File: src/rtl/gpio_padctrl.sv
// GPIO pad controller: register-mapped pad outputs, synchronised and glitch-filtered
// inputs, and sticky edge-triggered interrupt status.
module gpio_padctrl #(
  parameter int unsigned NUM_CH      = 32,
  parameter int unsigned SYNC_STAGES = 2,
  parameter int unsigned FILT_W      = 4
) (
  input  logic              clk,
  input  logic              rst,
  input  logic              reg_we,
  input  logic              reg_re,
  input  logic [3:0]        reg_addr,
  input  logic [31:0]       reg_wdata,
  output logic [31:0]       reg_rdata,
  input  logic [NUM_CH-1:0] pad_in_i,
  output logic [NUM_CH-1:0] pad_out_o,
  output logic [NUM_CH-1:0] pad_oe_o,
  output logic              irq_o
);

  localparam logic [3:0] ADDR_DATA_OUT    = 4'd0;
  localparam logic [3:0] ADDR_OUT_EN      = 4'd1;
  localparam logic [3:0] ADDR_DATA_IN     = 4'd2;
  localparam logic [3:0] ADDR_FILT_EN     = 4'd3;
  localparam logic [3:0] ADDR_FILT_TH     = 4'd4;
  localparam logic [3:0] ADDR_IRQ_RISE_EN = 4'd5;
  localparam logic [3:0] ADDR_IRQ_FALL_EN = 4'd6;
  localparam logic [3:0] ADDR_IRQ_STATUS  = 4'd7;
  localparam logic [3:0] ADDR_OUT_SET     = 4'd8;
  localparam logic [3:0] ADDR_OUT_CLR     = 4'd9;

  logic [NUM_CH-1:0] data_out_q, data_out_d;
  logic [NUM_CH-1:0] out_en_q, out_en_d;
  logic [NUM_CH-1:0] filt_en_q, filt_en_d;
  logic [FILT_W-1:0] filt_th_q, filt_th_d;
  logic [NUM_CH-1:0] rise_en_q, rise_en_d;
  logic [NUM_CH-1:0] fall_en_q, fall_en_d;
  logic [NUM_CH-1:0] irq_status_q, irq_status_d;
  logic [NUM_CH-1:0] filt_q, filt_d;
  logic [FILT_W-1:0] cnt_q [NUM_CH];
  logic [FILT_W-1:0] cnt_d [NUM_CH];
  logic [NUM_CH-1:0] sync_q [SYNC_STAGES];
  logic [NUM_CH-1:0] sync_d [SYNC_STAGES];
  logic [31:0]       rdata_q, rdata_d;

  logic [NUM_CH-1:0] wdata_ch;
  logic [NUM_CH-1:0] sync_out;
  logic [NUM_CH-1:0] w1c;
  logic [NUM_CH-1:0] irq_set;
  logic [31:0]       rd_val;

  assign wdata_ch = reg_wdata[NUM_CH-1:0];
  assign sync_out = sync_q[SYNC_STAGES-1];

  // Input synchroniser shift chain
  always_comb begin
    for (int unsigned i = 0; i < SYNC_STAGES; i++) sync_d[i] = sync_q[i];
    sync_d[0] = pad_in_i;
    for (int unsigned i = 1; i < SYNC_STAGES; i++) sync_d[i] = sync_q[i-1];
  end

  // Glitch filter: a mismatch must outlast the threshold before f follows s
  always_comb begin
    filt_d = filt_q;
    for (int unsigned i = 0; i < NUM_CH; i++) begin
      cnt_d[i] = '0;
      if (!filt_en_q[i]) begin
        filt_d[i] = sync_out[i];
      end else if (sync_out[i] != filt_q[i]) begin
        if (cnt_q[i] >= filt_th_q) filt_d[i] = sync_out[i];
        else                       cnt_d[i] = cnt_q[i] + FILT_W'(1);
      end
    end
  end

  assign irq_set = (filt_d & ~filt_q & rise_en_q) | (~filt_d & filt_q & fall_en_q);

  // Register writes; hardware status set takes priority over W1C
  always_comb begin
    data_out_d = data_out_q;
    out_en_d   = out_en_q;
    filt_en_d  = filt_en_q;
    filt_th_d  = filt_th_q;
    rise_en_d  = rise_en_q;
    fall_en_d  = fall_en_q;
    w1c        = '0;
    if (reg_we) begin
      case (reg_addr)
        ADDR_DATA_OUT:    data_out_d = wdata_ch;
        ADDR_OUT_EN:      out_en_d   = wdata_ch;
        ADDR_FILT_EN:     filt_en_d  = wdata_ch;
        ADDR_FILT_TH:     filt_th_d  = reg_wdata[FILT_W-1:0];
        ADDR_IRQ_RISE_EN: rise_en_d  = wdata_ch;
        ADDR_IRQ_FALL_EN: fall_en_d  = wdata_ch;
        ADDR_IRQ_STATUS:  w1c        = wdata_ch;
        ADDR_OUT_SET:     data_out_d = data_out_q | wdata_ch;
        ADDR_OUT_CLR:     data_out_d = data_out_q & ~wdata_ch;
        default: ;
      endcase
    end
    irq_status_d = (irq_status_q & ~w1c) | irq_set;
  end

  // Read mux samples pre-write register state
  always_comb begin
    rd_val = '0;
    case (reg_addr)
      ADDR_DATA_OUT:    rd_val = 32'(data_out_q);
      ADDR_OUT_EN:      rd_val = 32'(out_en_q);
      ADDR_DATA_IN:     rd_val = 32'(filt_q);
      ADDR_FILT_EN:     rd_val = 32'(filt_en_q);
      ADDR_FILT_TH:     rd_val = 32'(filt_th_q);
      ADDR_IRQ_RISE_EN: rd_val = 32'(rise_en_q);
      ADDR_IRQ_FALL_EN: rd_val = 32'(fall_en_q);
      ADDR_IRQ_STATUS:  rd_val = 32'(irq_status_q);
      default:          rd_val = '0;
    endcase
    rdata_d = reg_re ? rd_val : rdata_q;
  end

  always_ff @(posedge clk) begin
    if (rst) begin
      data_out_q   <= '0;
      out_en_q     <= '0;
      filt_en_q    <= '0;
      filt_th_q    <= '0;
      rise_en_q    <= '0;
      fall_en_q    <= '0;
      irq_status_q <= '0;
      filt_q       <= '0;
      rdata_q      <= '0;
      for (int unsigned i = 0; i < NUM_CH; i++)      cnt_q[i]  <= '0;
      for (int unsigned i = 0; i < SYNC_STAGES; i++) sync_q[i] <= '0;
    end else begin
      data_out_q   <= data_out_d;
      out_en_q     <= out_en_d;
      filt_en_q    <= filt_en_d;
      filt_th_q    <= filt_th_d;
      rise_en_q    <= rise_en_d;
      fall_en_q    <= fall_en_d;
      irq_status_q <= irq_status_d;
      filt_q       <= filt_d;
      rdata_q      <= rdata_d;
      for (int unsigned i = 0; i < NUM_CH; i++)      cnt_q[i]  <= cnt_d[i];
      for (int unsigned i = 0; i < SYNC_STAGES; i++) sync_q[i] <= sync_d[i];
    end
  end

  assign reg_rdata = rdata_q;
  assign pad_out_o = data_out_q;
  assign pad_oe_o  = out_en_q;
  assign irq_o     = |irq_status_q;

endmodule

File: config.mk
export PLATFORM = sky130hd
export DESIGN_NAME = gpio_padctrl
export DESIGN_NICKNAME = d
export VERILOG_FILES = /design/src/rtl/gpio_padctrl.sv
export SDC_FILE = /design/constraint.sdc
export NUM_CORES = 1
export LEC_CHECK = 0
export CORE_MARGIN = 3
export CORE_UTILIZATION = 55
export DETAILED_ROUTE_END_ITERATION = 10
export MAX_ROUTING_LAYER = met4
export PLACE_DENSITY = 0.73
export SKIP_LAST_GASP = 1
export SLEW_MARGIN = 10
export SYNTH_ARGS = -nofsm -noshare
export SYNTH_HDL_FRONTEND = slang
export SYNTH_SLANG_ARGS = --single-unit
File: constraint.sdc
create_clock -name clk -period 4.25 [get_ports clk]
set_input_delay 0.425 -clock clk [delete_from_list [all_inputs] [get_ports clk]]
set_output_delay 0.425 -clock clk [all_outputs]
set_load 0.05 [all_outputs]
==> implementation parameters <==
Parameter                              Value

Outcome
  Result of the run ... finished, final reports clean

Flow run
  Number of violations of the max-capacitance limit ... 0

Synth
  Nets in the synthesized netlist ... between 2000 and 3000
  Share of flip-flops with an asynchronous set or reset after synthesis ... 0%
  Share of synthesized area occupied by flip-flops and latches ... 43.58%
  Yosys reg bits ... ~450
  Combined area of all synthesized cells ... 0.02076 mm²
  Synthesized area divided by synthesized cell count ... 8.630 µm²
  Synth area leader ... sky130_fd_sc_hd__dfxtp_1
  Number of synthesized flops with an enable pin ... 0
  Portion of synthesized cell area occupied by the leading cell type ... 43.58%
  Number of library cell types mapped by synthesis ... 48
  Cell count after synthesis ... approximately 2400
  Most common flop cell mapped by yosys ... sky130_fd_sc_hd__dfxtp_1
  Top cells by area in the synthesized netlist ... sky130_fd_sc_hd__dfxtp_1 (44%), sky130_fd_sc_hd__ha_1 (9.6%), sky130_fd_sc_hd__nand2_1 (7.5%)
  Yosys Warn Count ... 0

Floorplan
  DIE AREA ... approximately 0.04 mm²
  Boundary Pins ... roughly 170
  Number of core rows ... 70
  Core area ... 0.03687 mm²
  Chip Width ... 200.3 µm
  Initial core utilization ... around 56%
  Die outline height ... ~200 µm

Timing
  Total of endpoints with negative setup slack in the final report ... 0
  Worst setup skew after layout ... about 22 ps
  Post-layout worst setup margin ... roughly 1000 ps
  Sum of negative setup slack ... 0 ps
  Final number of hold-violating endpoints ... 0
  Slew Viols, Final ... 0
  Clock period minus worst slack ... about 3200 ps
  Tightest slew margin relative to the limit ... about a fifth
  Max frequency ... roughly 310 MHz
  RSZ-0062 raised after global routing ... no
  Transition time at the pin with the least slew margin ... 1181 ps
  Final Cycle Share ... around 76%

Clock network
  Level count of the clock H-tree ... 2
  Gates resized, CTS repair ... 0
  Clock root cell ... sky130_fd_sc_hd__clkbuf_16
  Total CTS buffers ... 48
  Sink count of the clock tree ... approximately 450
  Clock edge transition at the registers on the reported setup and hold paths ... about 60 ps
  Clock tree from TritonCTS ... done
  Post-CTS setup-driven buffer insertion count ... 0
  Clock network latency to the later pin of the worst-skew pair ... around 580 ps
  CTS hold repair buffers ... 0
  Clock Tree Buf Depth ... 3

Placement
  Buffers on Ports ... between 150 and 200
  Post-DP HPWL ... 41.67 mm
  Placement Setup Slack ... 1344 ps
  DP Area ... 0.02282 mm²
  Placed insts ... 2993
  Global placement routability congestion ... between 0.8 and 0.9

Power
  Power density normalized to cell area ... approximately 370 mW/mm²
  Worst IR drop on VDD ... 0.2832 mV
  Final total power ... between 0.009 and 0.01 W
  Leak ... 9.242 nW

GRT
  GR met3 Demand/Resource ... under 10%
  Overall fraction of global-route tracks in use ... around 31%
  Met2 GRT Util ... between 40% and 50%
  Global-route layer with the greatest usage ... met2
  Grt ovf ... 0
  Via count of the first global-routing pass ... approximately 17000
  Largest net degree at the start of global routing ... approximately 130
  First-pass GRT wire length ... just under 100 mm
  Number of antenna violations at the first check in global routing ... 1
  Met1 layer usage reported by global route ... 39.64%

Detailed routing
  Remaining antenna violation count after routing ... 0
  Final routed DRC violation total ... 0
  Detail-routed net length per standard cell ... 19.95 µm
  Number of iterations in the first detailed-routing pass ... 6
  Post-detailed-route via-to-cell ratio ... 5.826
  Total length of routed wires ... just over 60 mm
  Vias ... 17937
  Detailed Route Iter0 Violations ... between 1500 and 2000

Layout
  Area Overhead vs Synth ... 17.64%
  Final cell area excluding filler cells ... 0.02443 mm²
  Final Non-Filler Cells ... roughly 3100
  Share of final-layout standard cells stronger than drive strength 1 ... ~5.4%
  Final net count ... between 2000 and 3000
  Filler Cell Count ... around 3000

Worst setup path
  Worst EP required ... around 3800 ps
  Critical setup path kind ... reg -> out
  Critical path launch point type ... flip-flop
  Arrival @ worst endpoint ... about 2800 ps
  Worst setup EP type ... output port
  Path depth of the worst reg2reg path ... 7
  Worst Path Max Fanout ... 3

Min path
  Hold path depth ... 2
  Kind of path behind the tightest hold check ... in -> reg
[stage by stage]
step | hold slack (ps) | utilization, %
6_report | 361.6 | 66.25
5_1_grt | 409.0 | 66.25
4_1_cts | 371.5 | 66.24
3_5_place_dp | 420.4 | 61.88
3_3_place_gp | 419.2 | 61.88
2_1_floorplan | 413.8 | -
[placed cells by master, fill, tap and decap left out, drive strengths merged, types with 6 or more instances in the layout]
cell type / n
ha: 160
a22oi: 47
nand3b: 66
clkinv: 12
nor2: 252
a221oi: 6
nor4: 8
buf: 38
a211oi: 36
nor2b: 73
xnor2: 64
xor2: 32
or3: 32
nand2b: 34
o21ai: 91
a21oi: 211
inv: 101
nand3: 41
mux4: 8
mux2i: 60
dfxtp: 452
a22o: 30
clkdlybuf4s50: 164
a222oi: 14
clkbuf: 68
nand2: 414
mux2: 14
[critical path: stages, from the launching register on]
cell	delay, ps
sky130_fd_sc_hd__dfxtp_1	360
sky130_fd_sc_hd__nor4_1	680
sky130_fd_sc_hd__nand4_1	140
sky130_fd_sc_hd__or2_2	330
sky130_fd_sc_hd__clkdlybuf4s50_1	710
[metal layers]
metal	vias up	part of all wire, %
li1	8459	-
met1	8457	42
met2	828	45
met3	193	8.6
met4	0	4.6
met5	-	0
[registers in the layout (all words and copies together), names as in the netlist]
signal,cells
cnt_q,128
sync_q,64
fall_en_q,32
filt_en_q,32
filt_q,32
irq_status_q,32
pad_oe_o,32
pad_out_o,32
reg_rdata,32
rise_en_q,32
filt_th_q,4
[cell type report]
class	instances	area [µm²]	area share, %
Multi-Input combinational cell	1734	10820	44.29
Sequential cell	452	9049	37.04
Timing Repair Buffer	202	1939	7.939
Clock buffer	68	1398	5.721
Tap cell	504	630.6	2.582
Inverter	101	379.1	1.552
Clock inverter	17	210.2	0.8605
Antenna cell	1	2.502	0.01024
[path summary, 6_finish.rpt]
path,start,to,slack [ps]
max reg2reg,filt_th_q[1],cnt_q[1][42],1450
min,rst,filt_en_q[5],360
min reg2reg,sync_q[0][20],sync_q[0][52],430
max,irq_status_q[8],irq_o,1030
[power breakdown]
part,internal (W),switching (W)
Clock,0.00258,0.00170
Combinational,0.000185,0.000335
Sequential,0.00430,0.0000599
Total,0.00706,0.00209
[cells in the mapped netlist (5+ instances only)]
| library cell | number |
|---|---|
| sky130_fd_sc_hd__or3_1 | 32 |
| sky130_fd_sc_hd__nand3_1 | 41 |
| sky130_fd_sc_hd__ha_1 | 160 |
| sky130_fd_sc_hd__dfxtp_1 | 452 |
| sky130_fd_sc_hd__mux2_2 | 9 |
| sky130_fd_sc_hd__xor2_1 | 32 |
| sky130_fd_sc_hd__mux4_2 | 8 |
| sky130_fd_sc_hd__xnor2_1 | 64 |
| sky130_fd_sc_hd__clkbuf_1 | 59 |
| sky130_fd_sc_hd__and3_1 | 5 |
| sky130_fd_sc_hd__nand3b_1 | 66 |
| sky130_fd_sc_hd__nor2_1 | 252 |
| sky130_fd_sc_hd__nand2_1 | 414 |
| sky130_fd_sc_hd__mux2i_1 | 60 |
| sky130_fd_sc_hd__a22oi_1 | 47 |
| sky130_fd_sc_hd__a22o_1 | 30 |
| sky130_fd_sc_hd__a21oi_1 | 211 |
| sky130_fd_sc_hd__o221ai_1 | 5 |
| sky130_fd_sc_hd__inv_1 | 101 |
| sky130_fd_sc_hd__a221oi_1 | 6 |
| sky130_fd_sc_hd__nor2b_1 | 73 |
| sky130_fd_sc_hd__and2_1 | 5 |
| sky130_fd_sc_hd__a211oi_1 | 36 |
| sky130_fd_sc_hd__nand2b_1 | 34 |
| sky130_fd_sc_hd__o21ai_1 | 87 |
| sky130_fd_sc_hd__mux2_1 | 5 |
| sky130_fd_sc_hd__buf_2 | 51 |
| sky130_fd_sc_hd__nor4_1 | 8 |
| sky130_fd_sc_hd__a222oi_1 | 14 |
[logic make-up after synthesis]
group / synth area share, %
and+or+nand+nor: 20.62
AOI/OAI and AO/OA: 13.18
DFF: 43.58
buffers and inverters: 4.411
adders and majority gates: 9.641
xor gates and xnor gates: 4.049
muxes: 4.519
(Power assumes the default switching activity.)
